--- src/rtl/cicero_cmd_pkg.sv ---
// Shared opcodes, FSM state encoding and status-word bit positions for the
// CICERO host-command controller.
package cicero_cmd_pkg;

  localparam logic [7:0] OP_NOP          = 8'h00;
  localparam logic [7:0] OP_WRITE_MEM    = 8'h01;
  localparam logic [7:0] OP_READ_MEM     = 8'h02;
  localparam logic [7:0] OP_START        = 8'h03;
  localparam logic [7:0] OP_ENGINE_RESET = 8'h04;

  typedef enum logic [2:0] {
    S_IDLE     = 3'd0,
    S_DECODE   = 3'd1,
    S_MEM_WR   = 3'd2,
    S_MEM_RD   = 3'd3,
    S_START    = 3'd4,
    S_RUN      = 3'd5,
    S_ERST     = 3'd6,
    S_COMPLETE = 3'd7
  } state_e;

  localparam int ST_BUSY       = 0;
  localparam int ST_ENG_DONE   = 1;
  localparam int ST_ENG_ACCEPT = 2;
  localparam int ST_ERROR      = 3;
  localparam int ST_TIMEOUT    = 4;

  // True when no bit at or above position w is set.
  function automatic logic addr_fits(input logic [31:0] v, input int w);
    return (w >= 32) || ((v >> w) == 32'd0);
  endfunction

endpackage

--- src/rtl/cicero_cmd_sync.sv ---
// N-bit two-flop synchronizer for the quasi-static JTAG-side words.
module cicero_cmd_sync #(
  parameter int W = 32
) (
  input  logic         clk,
  input  logic         rst,
  input  logic [W-1:0] d_i,
  output logic [W-1:0] q_o
);

  logic [W-1:0] s1_q;
  logic [W-1:0] s2_q;

  always_ff @(posedge clk) begin
    if (rst) begin
      s1_q <= '0;
      s2_q <= '0;
    end else begin
      s1_q <= d_i;
      s2_q <= s1_q;
    end
  end

  assign q_o = s2_q;

endmodule

--- src/rtl/cicero_cmd_controller.sv ---
// Tag-triggered host-command sequencer driving CICERO code memory and regex engine.
// Define CICERO_CMD_TIMEOUT_EN to build the watchdog on memory/engine waits.
module cicero_cmd_controller
  import cicero_cmd_pkg::*;
#(
  parameter int ADDR_WIDTH     = 12,
  parameter int DATA_WIDTH     = 64,
  parameter int TIMEOUT_CYCLES = 65535
) (
  input  logic                  clk,
  input  logic                  rst,
  input  logic [31:0]           command,
  input  logic [31:0]           address,
  input  logic [31:0]           start_cc_pointer,
  input  logic [31:0]           end_cc_pointer,
  input  logic [DATA_WIDTH-1:0] data_in,
  output logic [31:0]           status,
  output logic [DATA_WIDTH-1:0] data_out,
  output logic                  mem_valid,
  output logic                  mem_we,
  output logic [ADDR_WIDTH-1:0] mem_addr,
  output logic [DATA_WIDTH-1:0] mem_wdata,
  input  logic                  mem_ready,
  input  logic [DATA_WIDTH-1:0] mem_rdata,
  output logic                  engine_start,
  output logic                  engine_rst,
  output logic [ADDR_WIDTH-1:0] engine_start_cc,
  output logic [ADDR_WIDTH-1:0] engine_end_cc,
  input  logic                  engine_done,
  input  logic                  engine_accept
);

  logic [31:0]           cmd_s2, addr_s2, sc_s2, ec_s2;
  logic [DATA_WIDTH-1:0] data_s2;
  logic [31:0]           cmd_s3_q;

  cicero_cmd_sync #(.W(32)) u_sync_cmd (.clk(clk), .rst(rst), .d_i(command),          .q_o(cmd_s2));
  cicero_cmd_sync #(.W(32)) u_sync_adr (.clk(clk), .rst(rst), .d_i(address),          .q_o(addr_s2));
  cicero_cmd_sync #(.W(32)) u_sync_scc (.clk(clk), .rst(rst), .d_i(start_cc_pointer), .q_o(sc_s2));
  cicero_cmd_sync #(.W(32)) u_sync_ecc (.clk(clk), .rst(rst), .d_i(end_cc_pointer),   .q_o(ec_s2));
  cicero_cmd_sync #(.W(DATA_WIDTH)) u_sync_dat (.clk(clk), .rst(rst), .d_i(data_in), .q_o(data_s2));

  state_e                state_q, state_d;
  logic [7:0]            op_q, op_d;
  logic [7:0]            tag_q, tag_d;
  logic [7:0]            last_tag_q, last_tag_d;
  logic [31:0]           addr_q, addr_d;
  logic [31:0]           sc_q, sc_d;
  logic [31:0]           ec_q, ec_d;
  logic [DATA_WIDTH-1:0] wdata_q, wdata_d;
  logic [DATA_WIDTH-1:0] rdata_q, rdata_d;
  logic                  busy_q, busy_d;
  logic                  done_q, done_d;
  logic                  acc_q, acc_d;
  logic                  err_q, err_d;
  logic                  tmo_flag_q, tmo_flag_d;
  logic                  new_cmd;
  logic                  tmo_hit;

  // A command is taken only once the third register agrees with the second,
  // so a word caught mid-update in the JTAG domain is never acted on.
  assign new_cmd = (state_q == S_IDLE) && (cmd_s2 == cmd_s3_q) &&
                   (cmd_s2[15:8] != last_tag_q);

`ifdef CICERO_CMD_TIMEOUT_EN
  logic [31:0] tmo_cnt_q, tmo_cnt_d;
  logic        in_wait;

  assign in_wait = (state_q == S_MEM_WR) || (state_q == S_MEM_RD) || (state_q == S_RUN);

  // Every wait state is entered from a non-wait state, so the counter is
  // always zero on entry.
  always_comb begin
    tmo_cnt_d = '0;
    if (in_wait) tmo_cnt_d = tmo_cnt_q + 32'd1;
  end

  always_ff @(posedge clk) begin
    if (rst) tmo_cnt_q <= '0;
    else     tmo_cnt_q <= tmo_cnt_d;
  end

  assign tmo_hit = in_wait && (tmo_cnt_q >= 32'(TIMEOUT_CYCLES - 1));
`else
  assign tmo_hit = 1'b0;
`endif

  always_comb begin
    state_d    = state_q;
    op_d       = op_q;
    tag_d      = tag_q;
    last_tag_d = last_tag_q;
    addr_d     = addr_q;
    sc_d       = sc_q;
    ec_d       = ec_q;
    wdata_d    = wdata_q;
    rdata_d    = rdata_q;
    busy_d     = busy_q;
    done_d     = done_q;
    acc_d      = acc_q;
    err_d      = err_q;
    tmo_flag_d = tmo_flag_q;
    case (state_q)
      S_IDLE: begin
        if (new_cmd) begin
          op_d       = cmd_s2[7:0];
          tag_d      = cmd_s2[15:8];
          addr_d     = addr_s2;
          sc_d       = sc_s2;
          ec_d       = ec_s2;
          wdata_d    = data_s2;
          busy_d     = 1'b1;
          err_d      = 1'b0;
          tmo_flag_d = 1'b0;
          state_d    = S_DECODE;
        end
      end
      S_DECODE: begin
        state_d = S_COMPLETE;
        case (op_q)
          OP_NOP: state_d = S_COMPLETE;
          OP_WRITE_MEM: begin
            if (addr_fits(addr_q, ADDR_WIDTH)) state_d = S_MEM_WR;
            else                               err_d   = 1'b1;
          end
          OP_READ_MEM: begin
            if (addr_fits(addr_q, ADDR_WIDTH)) state_d = S_MEM_RD;
            else                               err_d   = 1'b1;
          end
          OP_START: begin
            if (addr_fits(sc_q, ADDR_WIDTH) && addr_fits(ec_q, ADDR_WIDTH)) begin
              done_d  = 1'b0;
              state_d = S_START;
            end else begin
              err_d = 1'b1;
            end
          end
          OP_ENGINE_RESET: state_d = S_ERST;
          default: err_d = 1'b1;
        endcase
      end
      S_MEM_WR: begin
        if (mem_ready) begin
          state_d = S_COMPLETE;
        end else if (tmo_hit) begin
          err_d      = 1'b1;
          tmo_flag_d = 1'b1;
          state_d    = S_COMPLETE;
        end
      end
      S_MEM_RD: begin
        if (mem_ready) begin
          rdata_d = mem_rdata;
          state_d = S_COMPLETE;
        end else if (tmo_hit) begin
          err_d      = 1'b1;
          tmo_flag_d = 1'b1;
          state_d    = S_COMPLETE;
        end
      end
      S_START: state_d = S_RUN;
      S_RUN: begin
        if (engine_done) begin
          done_d  = 1'b1;
          acc_d   = engine_accept;
          state_d = S_COMPLETE;
        end else if (tmo_hit) begin
          err_d      = 1'b1;
          tmo_flag_d = 1'b1;
          state_d    = S_COMPLETE;
        end
      end
      S_ERST: begin
        done_d  = 1'b0;
        acc_d   = 1'b0;
        state_d = S_COMPLETE;
      end
      S_COMPLETE: begin
        last_tag_d = tag_q;
        busy_d     = 1'b0;
        state_d    = S_IDLE;
      end
      default: state_d = S_IDLE;
    endcase
  end

  always_ff @(posedge clk) begin
    if (rst) begin
      state_q    <= S_IDLE;
      cmd_s3_q   <= '0;
      op_q       <= '0;
      tag_q      <= '0;
      last_tag_q <= '0;
      addr_q     <= '0;
      sc_q       <= '0;
      ec_q       <= '0;
      wdata_q    <= '0;
      rdata_q    <= '0;
      busy_q     <= 1'b0;
      done_q     <= 1'b0;
      acc_q      <= 1'b0;
      err_q      <= 1'b0;
      tmo_flag_q <= 1'b0;
    end else begin
      state_q    <= state_d;
      cmd_s3_q   <= cmd_s2;
      op_q       <= op_d;
      tag_q      <= tag_d;
      last_tag_q <= last_tag_d;
      addr_q     <= addr_d;
      sc_q       <= sc_d;
      ec_q       <= ec_d;
      wdata_q    <= wdata_d;
      rdata_q    <= rdata_d;
      busy_q     <= busy_d;
      done_q     <= done_d;
      acc_q      <= acc_d;
      err_q      <= err_d;
      tmo_flag_q <= tmo_flag_d;
    end
  end

  // Strobes decode straight from state so a reset clears them on the next edge.
  assign mem_valid       = (state_q == S_MEM_WR) || (state_q == S_MEM_RD);
  assign mem_we          = (state_q == S_MEM_WR);
  assign mem_addr        = addr_q[ADDR_WIDTH-1:0];
  assign mem_wdata       = wdata_q;
  assign engine_start    = (state_q == S_START);
  assign engine_rst      = (state_q == S_ERST);
  assign engine_start_cc = sc_q[ADDR_WIDTH-1:0];
  assign engine_end_cc   = ec_q[ADDR_WIDTH-1:0];
  assign data_out        = rdata_q;

  always_comb begin
    status                = '0;
    status[ST_BUSY]       = busy_q;
    status[ST_ENG_DONE]   = done_q;
    status[ST_ENG_ACCEPT] = acc_q;
    status[ST_ERROR]      = err_q;
    status[ST_TIMEOUT]    = tmo_flag_q;
    status[15:8]          = last_tag_q;
  end

endmodule

--- config.mk ---
export PLATFORM = sky130hd
export DESIGN_NAME = cicero_cmd_controller
export DESIGN_NICKNAME = d
export VERILOG_FILES = /design/src/rtl/cicero_cmd_pkg.sv /design/src/rtl/cicero_cmd_sync.sv /design/src/rtl/cicero_cmd_controller.sv
export SDC_FILE = /design/constraint.sdc
export NUM_CORES = 1
export LEC_CHECK = 0
export ABC_AREA = 0
export ABC_CLOCK_PERIOD_IN_PS = 5350
export CORE_AREA = 5 5 306 308
export DETAILED_ROUTE_END_ITERATION = 12
export DIE_AREA = 0 0 311 313
export PLACE_DENSITY_LB_ADDON = 0.12
export SYNTH_ARGS = -nofsm -noshare
export SYNTH_HDL_FRONTEND = slang
export SYNTH_SLANG_ARGS = --single-unit
export TNS_END_PERCENT = 100
--- constraint.sdc ---
create_clock -name clk -period 5.35 [get_ports clk]
set_input_delay 1.07 -clock clk [delete_from_list [all_inputs] [get_ports clk]]
set_output_delay 1.07 -clock clk [all_outputs]
set_load 0.02 [all_outputs]
# --- After elaboration in Yosys (flattened, before gate mapping) ---
# Cells that the tools add are included.
classes:
  n_reduce_logical: 23
  n_eq_ne: 21
  mux: 21
op_table:
  columns: ["operator", "n"]
  rows:
  - ["32-bit logical NOT", 3]
  - ["32-bit equality test", 1]
  - ["3-bit case mux with 7 select lines", 1]
  - ["8-bit by 2-bit equality test with 1-bit output (second input constant)", 2]
  - ["3-bit two-way mux", 5]
  - ["3-bit equality test (second input constant)", 4]
  - ["3-bit case mux with 4 select lines", 1]
  - ["2-bit != test (second input constant)", 5]
  - ["8-bit by 1-bit equality test with 1-bit output (second input constant)", 1]
  - ["8-bit by 3-bit equality test with 1-bit output (second input constant)", 1]
  - ["8-bit logical NOT", 1]
  - ["1-bit two-way mux", 8]
  - ["8-bit != test", 1]
  - ["2-bit AND reduction", 4]
  - ["3-bit by 2-bit equality test with 1-bit output (second input constant)", 2]
  - ["3-bit != test (second input constant)", 2]
  - ["1-bit case mux with 2 select lines", 3]
  - ["1-bit case mux with 3 select lines", 2]
  - ["2-bit nonzero test", 3]
  - ["2-bit OR reduction", 3]
  - ["5-bit AND reduction", 1]
  - ["4-bit AND reduction", 1]
  - ["3-bit by 1-bit equality test with 1-bit output (second input constant)", 1]
  - ["1-bit logical AND", 3]
  - ["6 further kinds", 6]
word_totals:
  out_inout_bits: 200
  input_bits: 261
  ff_bits: 671

# --- Logic depth before layout (Yosys ltp) ---
logic_depth:
  depth_word: 5
  ltp_mapped: 8
  depth_no_buf: 5

# --- Hierarchy ---
# From an unflattened synthesis, not the netlist that was laid out.
hier_totals:
  hier_cells: 2199
  hier_area_um2: 23267.3
modules_own_cells:
  columns: ["mod", "cells_each", "area_each_um2", "n_inst", "seq_area_each_um2"]
  rows:
  - ["cicero_cmd_controller", 1389, 12130.4, 1, 5745.5]
  - ["cicero_cmd_sync (u_sync_adr ...)", 135, 1918.1, 4, 1281.2]
  - ["cicero_cmd_sync (u_sync_dat)", 270, 3464.6, 1, 2562.5]

# --- Least setup slack after synthesis ---
# No wires, ideal clock.
synth_path:
  kind: "reg-to-output"
  startpoint: "reg state_q[2]"
  endpoint: "out engine_rst"
  path_buffers: 1
  setup_slack_ns: 3.217
  arrival_ns: 1.063
  required_ns: 4.280
  stages_incl_launch_ff: 4
  path_cell_list: "dfxtp_1 buf_1 nand2b_1 nor2_1"
synth_between:
  elab_chain_len: 1
synth_lines:
  columns: ["element", "line_no", "rtl"]
  rows:
  - ["start: declaration", "cicero_cmd_controller.sv:43", "state_e state_q, state_d;"]
  - ["start signal: assignment", "cicero_cmd_controller.sv:205", "state_q <= state_d;"]
  - ["3-bit equality test", "cicero_cmd_controller.sv:229", "assign engine_rst = (state_q == S_ERST);"]
  - ["end: declaration", "cicero_cmd_controller.sv:26", "output logic engine_rst,"]
# No other way between the ends.

# --- Final worst setup path ---
layout_path:
  startpoint: "reg state_q[1]"
  endpoint: "out mem_we"
layout_between:
  elab_chain_len: 1
layout_lines:
  columns: ["element", "line_no", "rtl"]
  rows:
  - ["3-bit by 2-bit equality test with 1-bit output", "cicero_cmd_controller.sv:225", "assign mem_we = (state_q == S_MEM_WR);"]
  - ["end: declaration", "cicero_cmd_controller.sv:20", "output logic mem_we,"]
# No other way between the ends.

==> impl_metrics.tcl <==
set metrics [dict create \
    highest_layer "met5" \
    ys.flop_type "dfxtp_1" \
    synth-seq-cells 671 \
    p_switching_mw 2.61 \
    crit_fanout 10 \
    yosysTopAreaCellShare 0.599 \
    rows 111 \
    wirelength_um 67800 \
    p_leak_nw 10.6 \
    coreArea_um2 90800 \
    hold_violations 0 \
    p_sw_frac 0.227 \
    pwr_density_cell_nw_per_um2 381 \
    criticalPathCategory "flop to output port" \
    outcome "finished, final reports clean" \
    drv_cap 0 \
    drv_slew 0 \
    drt_pass1_iterations 4 \
    vias_per_cell 4.35 \
    io_buffers 440 \
    ant_nets 0 \
    max_slew_margin 0.331 \
    grt_pass1_wl_um 104000 \
    cts_tree "done" \
    drc_errors 0 \
    ir_drop_v 0.000214 \
    cp_slowest_cell "clkdlybuf4s50_1" \
    ioPinCount 461 \
    via_count 16357 \
    worst_path_largest_cell_delay_ns 0.69 \
    clk_pin_slew_ns 0.06 \
    post_cts_resized 0 \
    grt_pass1_vias 16823 \
    clock-sinks 671 \
    wl_met2_um 33100 \
    skew_ns 0.0246 \
    ys_types 43 \
    place.gp.congestion 0.725 \
    start_kind "flop" \
    synth_common_cells "dfxtp_1, nor2b_1, a21oi_1" \
    numCtsBuffers 78 \
    p_int_mw 8.86 \
    synth.area.top_cells "dfxtp_1, nor2b_1, o31ai_1, a21oi_1, nand4_1" \
    multi_input_area_um2 7850 \
    fin_crit_ns 3.37 \
    synth_most_common_cell "dfxtp_1" \
    tightest_slew_ns 1.00 \
    path_cells "inv_1 -> nor3_1 -> clkdlybuf4s50_1" \
    min_path_type "flop to flop" \
    avgSynthCellArea_um2 10.2 \
    synth_edf_count 0 \
    drive_above_1_share 0.0650 \
    place_area_um2 27400 \
    async_reset_ff_frac 0 \
    final_area_um2 30100 \
    grt_setup_unrepaired "no" \
    fmax_mhz 297 \
    setup-tns-final_ns 0 \
    area_growth_pct 34.2 \
    yosysTopAreaCell "dfxtp_1" \
    h-tree-depth 3 \
    antenna_found_initial 6 \
    fin_nets 2773 \
    setup_viol 0 \
    die_w_um 311 \
    p_comb_frac 0.066 \
    setup_ws_ns 1.98 \
    wl_met3_um 3200 \
    yosysSeqAreaShare 0.599 \
    fill_cells 9293 \
    cp-end-kind "output port" \
    gr-total-overflow 0 \
    min_period_over_period 0.630 \
    yosys_warnings 0 \
    cts_root_buf "clkbuf_16" \
    clockBufferDepth 3 \
    post_cts.repair.setup_buffers 0 \
    dr.first_iter.drc_count 722 \
    worst_ep_required_time_ns 4.28 \
    grt_util_all_layers 0.134 \
    dieArea_um2 97300 \
    cp.arrival_ns 2.30 \
    dpl.hpwl_um 41900 \
    pwr-share-seq 0.452 \
    clk_latency_ns 0.60 \
    grt_max_degree 161 \
    pre_cts_slack_ns 2.21 \
    synth_area_um2 22400 \
    synthCells 2210 \
    hold_buffers 0 \
    wl_met1_um 29700 \
    wl_per_cell_um 18.0 \
    seqCellArea_um2 13400 \
    start_util 0.247 \
    die_h_um 313 \
    p_clk_frac 0.482 \
]
## per-stage QoR
stage               total power, mW  utilization  hold slack [ns]  std cells
global placement               6.06        0.302            0.418       3618
CTS                            11.7        0.331            0.429       3754
global route                   12.0        0.331            0.451       3756
finish                         11.5        0.331            0.431       3756
detailed placement             6.06        0.302            0.423       3618
floorplan                      5.69            -            0.414       2229
## registers in the layout (all words and copies together) (netlist names), 8 cells and up
name,cells
addr_q,32
cmd_s3_q,32
data_out,64
ec_q,32
last_tag_q,8
mem_wdata,64
op_q,8
sc_q,32
tag_q,8
u_sync_adr.q_o,32
u_sync_adr.s1_q,32
u_sync_cmd.q_o,32
u_sync_cmd.s1_q,32
u_sync_dat.q_o,64
u_sync_dat.s1_q,64
u_sync_ecc.q_o,32
u_sync_ecc.s1_q,32
u_sync_scc.q_o,32
u_sync_scc.s1_q,32
## logic make-up after synthesis
logic type,synth area share
xor gates and xnor gates,0.0160
DFF,0.599
AOI/OAI and AO/OA,0.112
buffers and inverters,0.0563
other,0.000167
and+or+nand+nor,0.207
muxes,0.00948
## critical path: cells and delay by family, from the launching register on
| family | cells | cell delay, ns |
|---|---|---|
| buffers and inverters | 2 | 0.84 |
| DFF | 1 | 0.52 |
| and+or+nand+nor | 1 | 0.35 |
## layout by cell type, fill, tap and decap left out, drive strengths merged, types with 2 or more instances in the layout
master,n
o21ai,4
bufinv,11
xnor2,8
a22oi,2
inv,8
nand3,6
conb,20
o31ai,161
nor3,6
nand2,151
clkinv,13
xor2,33
nand4,166
a211oi,5
buf,20
clkbuf,106
nor2,15
dfxtp,671
a21oi,233
clkinvlp,2
o211a,2
nor2b,432
mux2,16
clkdlybuf4s50,439
nor4,22
and3,2
diode,2
## layout make-up
class                           instances  share of cell area
Clock buffer                          106              0.0737
Sequential cell                       671               0.446
Multi-Input combinational cell       1298               0.261
Inverter                                4            0.000499
Tap cell                             1186              0.0493
Timing Repair Buffer                  459               0.154
Clock inverter                         30              0.0153
Antenna cell                            2            0.000166
## power groups by stage
stage | Clock, mW | Combinational (mW) | Sequential [mW]
2_1_floorplan | 0 | 0.414 | 5.27
3_3_place_gp | 0 | 0.771 | 5.29
3_5_place_dp | 0 | 0.772 | 5.29
4_1_cts | 5.75 | 0.773 | 5.18
5_1_grt | 5.95 | 0.817 | 5.19
6_report | 5.53 | 0.758 | 5.18
## final timing paths
kind / start / cells past startpoint / slack, ns / end
worst max-delay path: state_q[1] / 3 / 1.98 / mem_we
worst min-delay path: u_sync_ecc.s1_q[31] / 1 / 0.43 / u_sync_ecc.q_o[31]
worst max register to register: u_sync_cmd.q_o[14] / 6 / 2.08 / addr_q[25]
worst min register to register: u_sync_ecc.s1_q[31] / 1 / 0.43 / u_sync_ecc.q_o[31]
## layer usage
layer / track usage / vias to the layer above
met5: 0 / -
met4: 0.0466 / 6
met3: 0.0278 / 102
met2: 0.227 / 380
met1: 0.169 / 7789
li1: - / 8080
Power figures use the tool's default switching activity.
